File: src/rtl/clkdiv_pkg.sv
//------------------------------------------------------------------------------
// Module   : clkdiv_pkg
// Brief    : Shared defaults and select-FSM state encoding for the clock
//            divider/selector sequencer.
// Revision : 1.0
//------------------------------------------------------------------------------
`default_nettype none

package clkdiv_pkg;

  localparam int CLKDIV_NUM_CH         = 4;
  localparam int CLKDIV_FACTOR_W       = 6;
  localparam int CLKDIV_SEL_W          = 2;
  localparam int CLKDIV_TIMEOUT_CYCLES = 255;

  typedef enum logic [1:0] {
    S_IDLE     = 2'd0,
    S_WAIT_CUR = 2'd1,
    S_WAIT_TGT = 2'd2,
    S_RELEASE  = 2'd3
  } sel_state_t;

endpackage : clkdiv_pkg

`default_nettype wire

File: src/rtl/clkdiv_factor_shadow.sv
//------------------------------------------------------------------------------
// Module   : clkdiv_factor_shadow
// Brief    : One channel's shadow factor and pending bit; the shadow is copied
//            to the live factor on the next toggle of that channel's clock.
// Revision : 1.0
//------------------------------------------------------------------------------
`default_nettype none

module clkdiv_factor_shadow
  import clkdiv_pkg::*;
#(
  parameter int FACTOR_W = CLKDIV_FACTOR_W
) (
  input  logic                clk,
  input  logic                rst,
  input  logic                wr_en,
  input  logic [FACTOR_W-1:0] wr_factor,
  input  logic                tog,
  output logic                pending,
  output logic [FACTOR_W-1:0] factor
);

  logic [FACTOR_W-1:0] r_shadow;
  logic [FACTOR_W-1:0] r_factor;
  logic                r_pending;

  // wr_en is only raised while not pending, so a same-cycle toggle never commits.
  always_ff @(posedge clk) begin
    if (rst) begin
      r_shadow  <= '0;
      r_factor  <= '0;
      r_pending <= 1'b0;
    end else if (wr_en) begin
      r_shadow  <= wr_factor;
      r_pending <= 1'b1;
    end else if (tog && r_pending) begin
      r_factor  <= r_shadow;
      r_pending <= 1'b0;
    end
  end

  assign pending = r_pending;
  assign factor  = r_factor;

endmodule : clkdiv_factor_shadow

`default_nettype wire

File: src/rtl/clkdiv_select_sequencer.sv
//------------------------------------------------------------------------------
// Module   : clkdiv_select_sequencer
// Brief    : Commits per-channel divide factors on divided-clock toggles and
//            switches the output select glitch-free (park low, switch, release).
//            Optional phase timeout enabled by CLKDIV_SEL_TIMEOUT_EN.
// Revision : 1.0
//------------------------------------------------------------------------------
`default_nettype none

module clkdiv_select_sequencer
  import clkdiv_pkg::*;
#(
  parameter int NUM_CH         = CLKDIV_NUM_CH,
  parameter int FACTOR_W       = CLKDIV_FACTOR_W,
  parameter int SEL_W          = CLKDIV_SEL_W,
  parameter int TIMEOUT_CYCLES = CLKDIV_TIMEOUT_CYCLES
) (
  input  logic                       clk,
  input  logic                       rst,
  input  logic                       cfg_valid,
  output logic                       cfg_ready,
  input  logic [SEL_W-1:0]           cfg_ch,
  input  logic [FACTOR_W-1:0]        cfg_factor,
  input  logic                       sel_valid,
  output logic                       sel_ready,
  input  logic [SEL_W-1:0]           sel_ch,
  input  logic [NUM_CH-1:0]          div_clk_in,
  output logic [NUM_CH*FACTOR_W-1:0] div_factor,
  output logic [SEL_W-1:0]           clock_select,
  output logic                       out_hold,
  output logic                       busy,
  output logic                       timeout
);

  logic [NUM_CH-1:0] r_prev_div;
  logic [NUM_CH-1:0] w_tog;
  logic [NUM_CH-1:0] w_pending;
  sel_state_t        r_state;
  logic [SEL_W-1:0]  r_tgt;
  logic [SEL_W-1:0]  r_clock_select;
  logic              r_out_hold;

  always_ff @(posedge clk) begin
    if (rst) r_prev_div <= '0;
    else     r_prev_div <= div_clk_in;
  end

  assign w_tog     = div_clk_in ^ r_prev_div;
  assign cfg_ready = ~w_pending[cfg_ch];

  for (genvar i = 0; i < NUM_CH; i++) begin : g_ch
    logic w_wr_en;
    assign w_wr_en = cfg_valid && cfg_ready && (cfg_ch == SEL_W'(i));

    clkdiv_factor_shadow #(.FACTOR_W(FACTOR_W)) u_shadow (
      .clk       (clk),
      .rst       (rst),
      .wr_en     (w_wr_en),
      .wr_factor (cfg_factor),
      .tog       (w_tog[i]),
      .pending   (w_pending[i]),
      .factor    (div_factor[i*FACTOR_W +: FACTOR_W])
    );
  end

`ifdef CLKDIV_SEL_TIMEOUT_EN
  localparam int CNT_W = $clog2(TIMEOUT_CYCLES + 1);
  localparam logic [CNT_W-1:0] C_CNT_MAX = CNT_W'(TIMEOUT_CYCLES);
  logic [CNT_W-1:0] r_cnt;
  logic             r_timeout;
  assign timeout = r_timeout;
`else
  // TIMEOUT_CYCLES only shapes the build with the timeout counter present.
  if (TIMEOUT_CYCLES < 0) begin : g_timeout_unused
  end
  assign timeout = 1'b0;
`endif

  always_ff @(posedge clk) begin
    if (rst) begin
      r_state        <= S_IDLE;
      r_tgt          <= '0;
      r_clock_select <= '0;
      r_out_hold     <= 1'b0;
`ifdef CLKDIV_SEL_TIMEOUT_EN
      r_cnt          <= '0;
      r_timeout      <= 1'b0;
`endif
    end else begin
`ifdef CLKDIV_SEL_TIMEOUT_EN
      r_timeout <= 1'b0;
      if (r_cnt != C_CNT_MAX) r_cnt <= r_cnt + CNT_W'(1);
`endif
      case (r_state)
        S_IDLE: begin
          if (sel_valid && (sel_ch != r_clock_select)) begin
            r_tgt   <= sel_ch;
            r_state <= S_WAIT_CUR;
`ifdef CLKDIV_SEL_TIMEOUT_EN
            r_cnt   <= '0;
`endif
          end
        end
        S_WAIT_CUR: begin
          if (!div_clk_in[r_clock_select]) begin
            r_out_hold <= 1'b1;
            r_state    <= S_WAIT_TGT;
`ifdef CLKDIV_SEL_TIMEOUT_EN
            r_cnt      <= '0;
          end else if (r_cnt == C_CNT_MAX) begin
            r_out_hold     <= 1'b1;
            r_clock_select <= r_tgt;
            r_state        <= S_RELEASE;
            r_timeout      <= 1'b1;
            r_cnt          <= '0;
`endif
          end
        end
        S_WAIT_TGT: begin
          if (!div_clk_in[r_tgt]) begin
            r_clock_select <= r_tgt;
            r_state        <= S_RELEASE;
`ifdef CLKDIV_SEL_TIMEOUT_EN
            r_cnt          <= '0;
          end else if (r_cnt == C_CNT_MAX) begin
            r_out_hold     <= 1'b1;
            r_clock_select <= r_tgt;
            r_state        <= S_RELEASE;
            r_timeout      <= 1'b1;
            r_cnt          <= '0;
`endif
          end
        end
        default: begin
          r_out_hold <= 1'b0;
          r_state    <= S_IDLE;
        end
      endcase
    end
  end

  assign clock_select = r_clock_select;
  assign out_hold     = r_out_hold;
  assign sel_ready    = (r_state == S_IDLE);
  assign busy         = (r_state != S_IDLE) || (|w_pending);

endmodule : clkdiv_select_sequencer

`default_nettype wire

File: config.mk
export PLATFORM = sky130hd
export DESIGN_NAME = clkdiv_select_sequencer
export DESIGN_NICKNAME = d
export VERILOG_FILES = /design/src/rtl/clkdiv_pkg.sv /design/src/rtl/clkdiv_factor_shadow.sv /design/src/rtl/clkdiv_select_sequencer.sv
export SDC_FILE = /design/constraint.sdc
export NUM_CORES = 1
export LEC_CHECK = 0
export ABC_CLOCK_PERIOD_IN_PS = 3050
export CAP_MARGIN = 5
export CORE_UTILIZATION = 55
export DETAILED_ROUTE_END_ITERATION = 12
export PLACE_DENSITY = 0.86
export SLEW_MARGIN = 15
export SYNTH_ARGS = -nofsm -noshare
export SYNTH_HDL_FRONTEND = slang
export SYNTH_SLANG_ARGS = --single-unit
File: constraint.sdc
create_clock -name clk -period 3.05 [get_ports clk]
set_clock_uncertainty 0.1 [all_clocks]
set_input_delay 0.7625 -clock clk [delete_from_list [all_inputs] [get_ports clk]]
set_output_delay 0.7625 -clock clk [all_outputs]
set_load 0.05 [all_outputs]
* Word-level counts from Yosys, hierarchy flattened
Cells that the tools add are included.
Cells by class: mux-type cells 20, bitwise logic cells 8, reductions and logical operators 28, equality and inequality tests 9, magnitude comparators 3
Operators by type and width (count):
- AND reduction 2 bit | 7
- 2-to-1 mux 1 bit | 12
- logical AND 1 bit | 10
- nonzero test 2 bit | 5
- less-than comparator 2 x 3 -> 1 bit (second input constant) | 3
- NOT 1 bit | 7
- binary-select mux 1 bit (select 2 bit) | 3
- == test 2 bit (second input constant) | 3
- 2-to-1 mux 2 bit | 3
- case mux 2 bit (3 select lines) | 1
- == test 2 x 1 -> 1 bit (second input constant) | 2
- zero test 2 bit | 2
- != test 2 bit (second input constant) | 2
- OR reduction 4 bit | 1
- bitwise XOR 4 bit | 1
- AND reduction 3 bit | 1
- != test 2 x 1 -> 1 bit (second input constant) | 1
- != test 2 bit | 1
- case mux 1 bit (2 select lines) | 1
- OR reduction 2 bit | 1
- logical OR 1 bit | 1
Word-level totals: bits of input ports 18, bits in registers 63, output and inout port bits 31, word-level logic and storage cells 85

* Depth between registers and ports, before layout
word-level depth 7, depth in mapped cells 6, mapped depth without buffers 6

* Hierarchy
Synthesis repeated with hierarchy kept, for this count alone.
Unflattened totals: cell total of the unflattened synthesis 270, area, all modules 2773.9 um2
Modules (own cells, without submodules):
- clkdiv_factor_shadow | area each 533.0 um2, cells each 51, instances 4, sequential area each 260.2 um2
- clkdiv_select_sequencer | area each 641.9 um2, cells each 66, instances 1, sequential area each 220.2 um2

* Least setup slack after synthesis
OpenSTA, ideal clock, no wires.
path kind input-to-output, start in cfg_ch[1], end out cfg_ready, path buffers 1, slack 0.432 ns, data required time 2.188 ns, cell stages on the path 3, arrival time 1.755 ns, cells stage by stage buf_2 > mux4_2 > inv_1
Between the ends: cells in the longest elaborated chain, start to end 3
Ends and longest elaborated chain:
- from (decl) | RTL line clkdiv_select_sequencer.sv:22 | input logic [SEL_W-1:0] cfg_ch,
- binary-select mux 1 bit (select 2 bit) | RTL line clkdiv_select_sequencer.sv:49 | assign cfg_ready = ~w_pending[cfg_ch];
- 2-to-1 mux 1 bit (not written as such) | RTL line clkdiv_select_sequencer.sv:49
- NOT 1 bit | RTL line clkdiv_select_sequencer.sv:49
- to (decl) | RTL line clkdiv_select_sequencer.sv:21 | output logic cfg_ready,
No other way between the ends. The select of a mux whose other input is x is not followed.

* Worst setup path in the final report
Ends and elaborated chain as after synthesis.

==> results.json <==
{
  "cts_tree": "built",
  "drc": 0,
  "ys_types": 30,
  "core_area_mm2": 0.00441,
  "placementRows": 24,
  "placed_cell_area_mm2": 0.00306,
  "cpPeakStageDelay_ns": 0.50,
  "slew_viol_final": 0,
  "detail_route.wl_per_cell_um": 14.6,
  "grt-ovfl-total": 0,
  "cts_resized": 0,
  "gp_congestion": 0.763,
  "max_freq_mhz": 347,
  "outcome": "completed",
  "synth_area_mm2": 0.00255,
  "clockBufferDepth": 2,
  "fin_area_mm2": 0.00328,
  "synthCells": 245,
  "first_global_vias": 1757,
  "worst-path-buf-inv": 3,
  "ir_drop_v": 0.000389,
  "synth_top_family_by_area": "multiplexers",
  "cts_made_buffers": 9,
  "cts-hold-fix-buffers": 0,
  "postCtsSetupBuffers": 0,
  "synth.avg_cell_area_um2": 10.4,
  "crit_family": "buffers and inverters",
  "synth_fp_nets": 267,
  "die_x_um": 70.1,
  "ant_nets": 0,
  "htree_num_levels": 3,
  "drt_iter0_markers": 76,
  "post-place-ws_ns": 0.181,
  "clock_latency_ns": 0.34,
  "place.port_buffers": 47,
  "start_util_pct": 57.7,
  "slowest_stage": "clkdlybuf4s50_1",
  "drive_above_1_share_pct": 9.40,
  "antenna_found_initial": 0,
  "grt_usage_pct": 22.2,
  "wirelength_um": 5110,
  "clk_pin_slew_worst_paths_ns": 0.07,
  "path_cells": "clkdlybuf4s50_1, mux4_2, inv_1, buf_12",
  "finalPower_mw": 2.10,
  "fin_nets": 315,
  "io_pins": 49,
  "p_leak_nw": 1.43,
  "hold_path_class": "flop to flop",
  "path_max_fanout": 2,
  "vias": 1854,
  "cp.required_ns": 2.19,
  "syn2layout_area_growth_pct": 28.8,
  "final_cell_mix": "dfxtp_1, mux2i_1, nor2_1",
  "start_kind": "primary input",
  "synth_compound_area_share_pct": 3.00,
  "synth-xor-area-share_pct": 2.06,
  "setup_viol": 0,
  "die_h_um": 70.1,
  "slew_headroom_pct": 58.2,
  "worst_pin_slew_ns": 0.625,
  "ys_ff_latch": 63,
  "finalHoldViolCount": 0,
  "ys_warn_count": 0,
  "min_period_ns": 2.88,
  "clock_sinks": 63,
  "firstDrtPassIters": 4,
  "cp_data_arrival_time_ns": 2.02,
  "n_antenna_cell": 0,
  "synth_adder_area_share_pct": 1.96,
  "yosys.area_share.simple_pct": 15.8,
  "final_common_cell": "dfxtp_1",
  "maxCapViolations": 0,
  "synth.mux.area_fraction_pct": 24.8,
  "clockRootBuffer": "clkbuf_8",
  "dieArea_mm2": 0.00491,
  "p_per_area_mw_per_mm2": 641,
  "vias_per_cell": 5.30,
  "detailed_place_hpwl_um": 3500,
  "grt_max_degree": 29,
  "setup_ws_ns": 0.169,
  "grt_pass1_wl_um": 8290,
  "rsz0062_at_grt": "no",
  "fin_tns_setup_ns": 0,
  "min_period_over_period_pct": 94.5,
  "critPathCaptureType": "primary output",
  "crit_type": "primary input to primary output",
  "yosysSeqAreaShare_pct": 49.5
}
-- synth_stat cells --
cell type  instances  area (um2)
nor2b_1            4        25.0
mux4_2             2        45.0
a21oi_1            6        30.0
xor2_1             2        17.5
o211ai_1           1        7.51
nor3_1             3        15.0
nor3_4             1        16.3
a2111oi_4          1        27.5
inv_1              3        11.3
o22ai_1            1        6.26
conb_1             1        3.75
buf_2              2        10.0
nor3b_1            2        15.0
nand3_1            1        5.00
nand2_1            6        22.5
xnor2_1            4        35.0
nand4b_1           1        8.76
buf_4              1        7.51
ha_1               4        50.1
o21ai_1            1        5.00
mux2_4             1        15.0
nor4b_4            1        23.8
nor4bb_1           1        10.0
nor4_1             1        6.26
dfxtp_1           63        1260
nor2_1            56         210
clkbuf_1          11        41.3
mux2i_1           56         561
mux2_2             1        11.3
nand2b_1           7        43.8
-- registers in the layout (all words and copies together) (netlist names) --
| name | cells |
|---|---|
| clock_select | 2 |
| g_ch.u_shadow.factor | 24 |
| g_ch.u_shadow.pending | 4 |
| g_ch.u_shadow.r_shadow | 24 |
| out_hold | 1 |
| r_prev_div | 4 |
| r_state | 2 |
| r_tgt | 2 |
-- cells by family (layout without fill, tap and decap cells) --
| logic type | count (synthesis) | after routing |
|---|---|---|
| xor gates and xnor gates | 6 | 6 |
| muxes | 60 | 60 |
| buffers and inverters | 17 | 70 |
| AOI/OAI and AO/OA | 10 | 10 |
| and+or+nand+nor | 84 | 84 |
| other | 1 | 1 |
| adders and majority gates | 4 | 4 |
| DFF | 63 | 63 |
-- path summary, 6_finish.rpt --
| check | endpoint | depth (start not counted) | from | slack [ns] |
|---|---|---|---|---|
| setup / recovery | cfg_ready | 4 | cfg_ch[1] | 0.17 |
| hold reg to reg | g_ch[1].u_shadow.r_shadow[0]$_SDFFE_PP0P_ | 2 | g_ch[1].u_shadow.r_shadow[0]$_SDFFE_PP0P_ | 0.39 |
| hold / removal | g_ch[1].u_shadow.r_shadow[0]$_SDFFE_PP0P_ | 2 | g_ch[1].u_shadow.r_shadow[0]$_SDFFE_PP0P_ | 0.39 |
| setup reg to reg | r_state[0]$_SDFFE_PP0P_ | 6 | r_state[0]$_SDFFE_PP0P_ | 1.17 |
-- area by class of cell --
class	count	area (um2)
multi-input combinational	165	1220
clock buffer	11	141
fill	314	1130
tap	52	65.1
sequential	63	1260
timing repair buffer	51	505
clock inverter	5	81.3
inverter	3	11.3
-- per-layer routing --
layer  part of all wire [%]  vias to the layer above  GRT usage (%)
met1                     47                      885           28.7
met4                    2.0                        0           11.3
met2                     47                       46           34.7
li1                       -                      915              -
met5                      0                        -              0
met3                    4.0                        8           4.91
-- report_power, final --
| group | leakage, nW | internal [mW] | switching (mW) |
|---|---|---|---|
| Combinational | 0.805 | 0.176 | 0.234 |
| Clock | 0.110 | 0.483 | 0.322 |
| Sequential | 0.511 | 0.859 | 0.0314 |
| Total | 1.43 | 1.52 | 0.587 |
-- through the flow --
| stage | utilization (%) | hold WS, ns | instances |
|---|---|---|---|
| after floorplan | - | 0.360 | 245 |
| after global placement | 69.3 | 0.367 | 334 |
| after detailed placement | 69.3 | 0.379 | 334 |
| after CTS | 74.3 | 0.397 | 350 |
| after global routing | 74.3 | 0.430 | 350 |
| final | 74.3 | 0.393 | 350 |
-- worst min-delay path: cells and delay by family, from the launching register on --
kind,cells,cell delay [ns]
flops,1,0.33
mux,1,0.06
simple gates,1,0.07
Note: power is estimated with default switching activity, not from simulation.
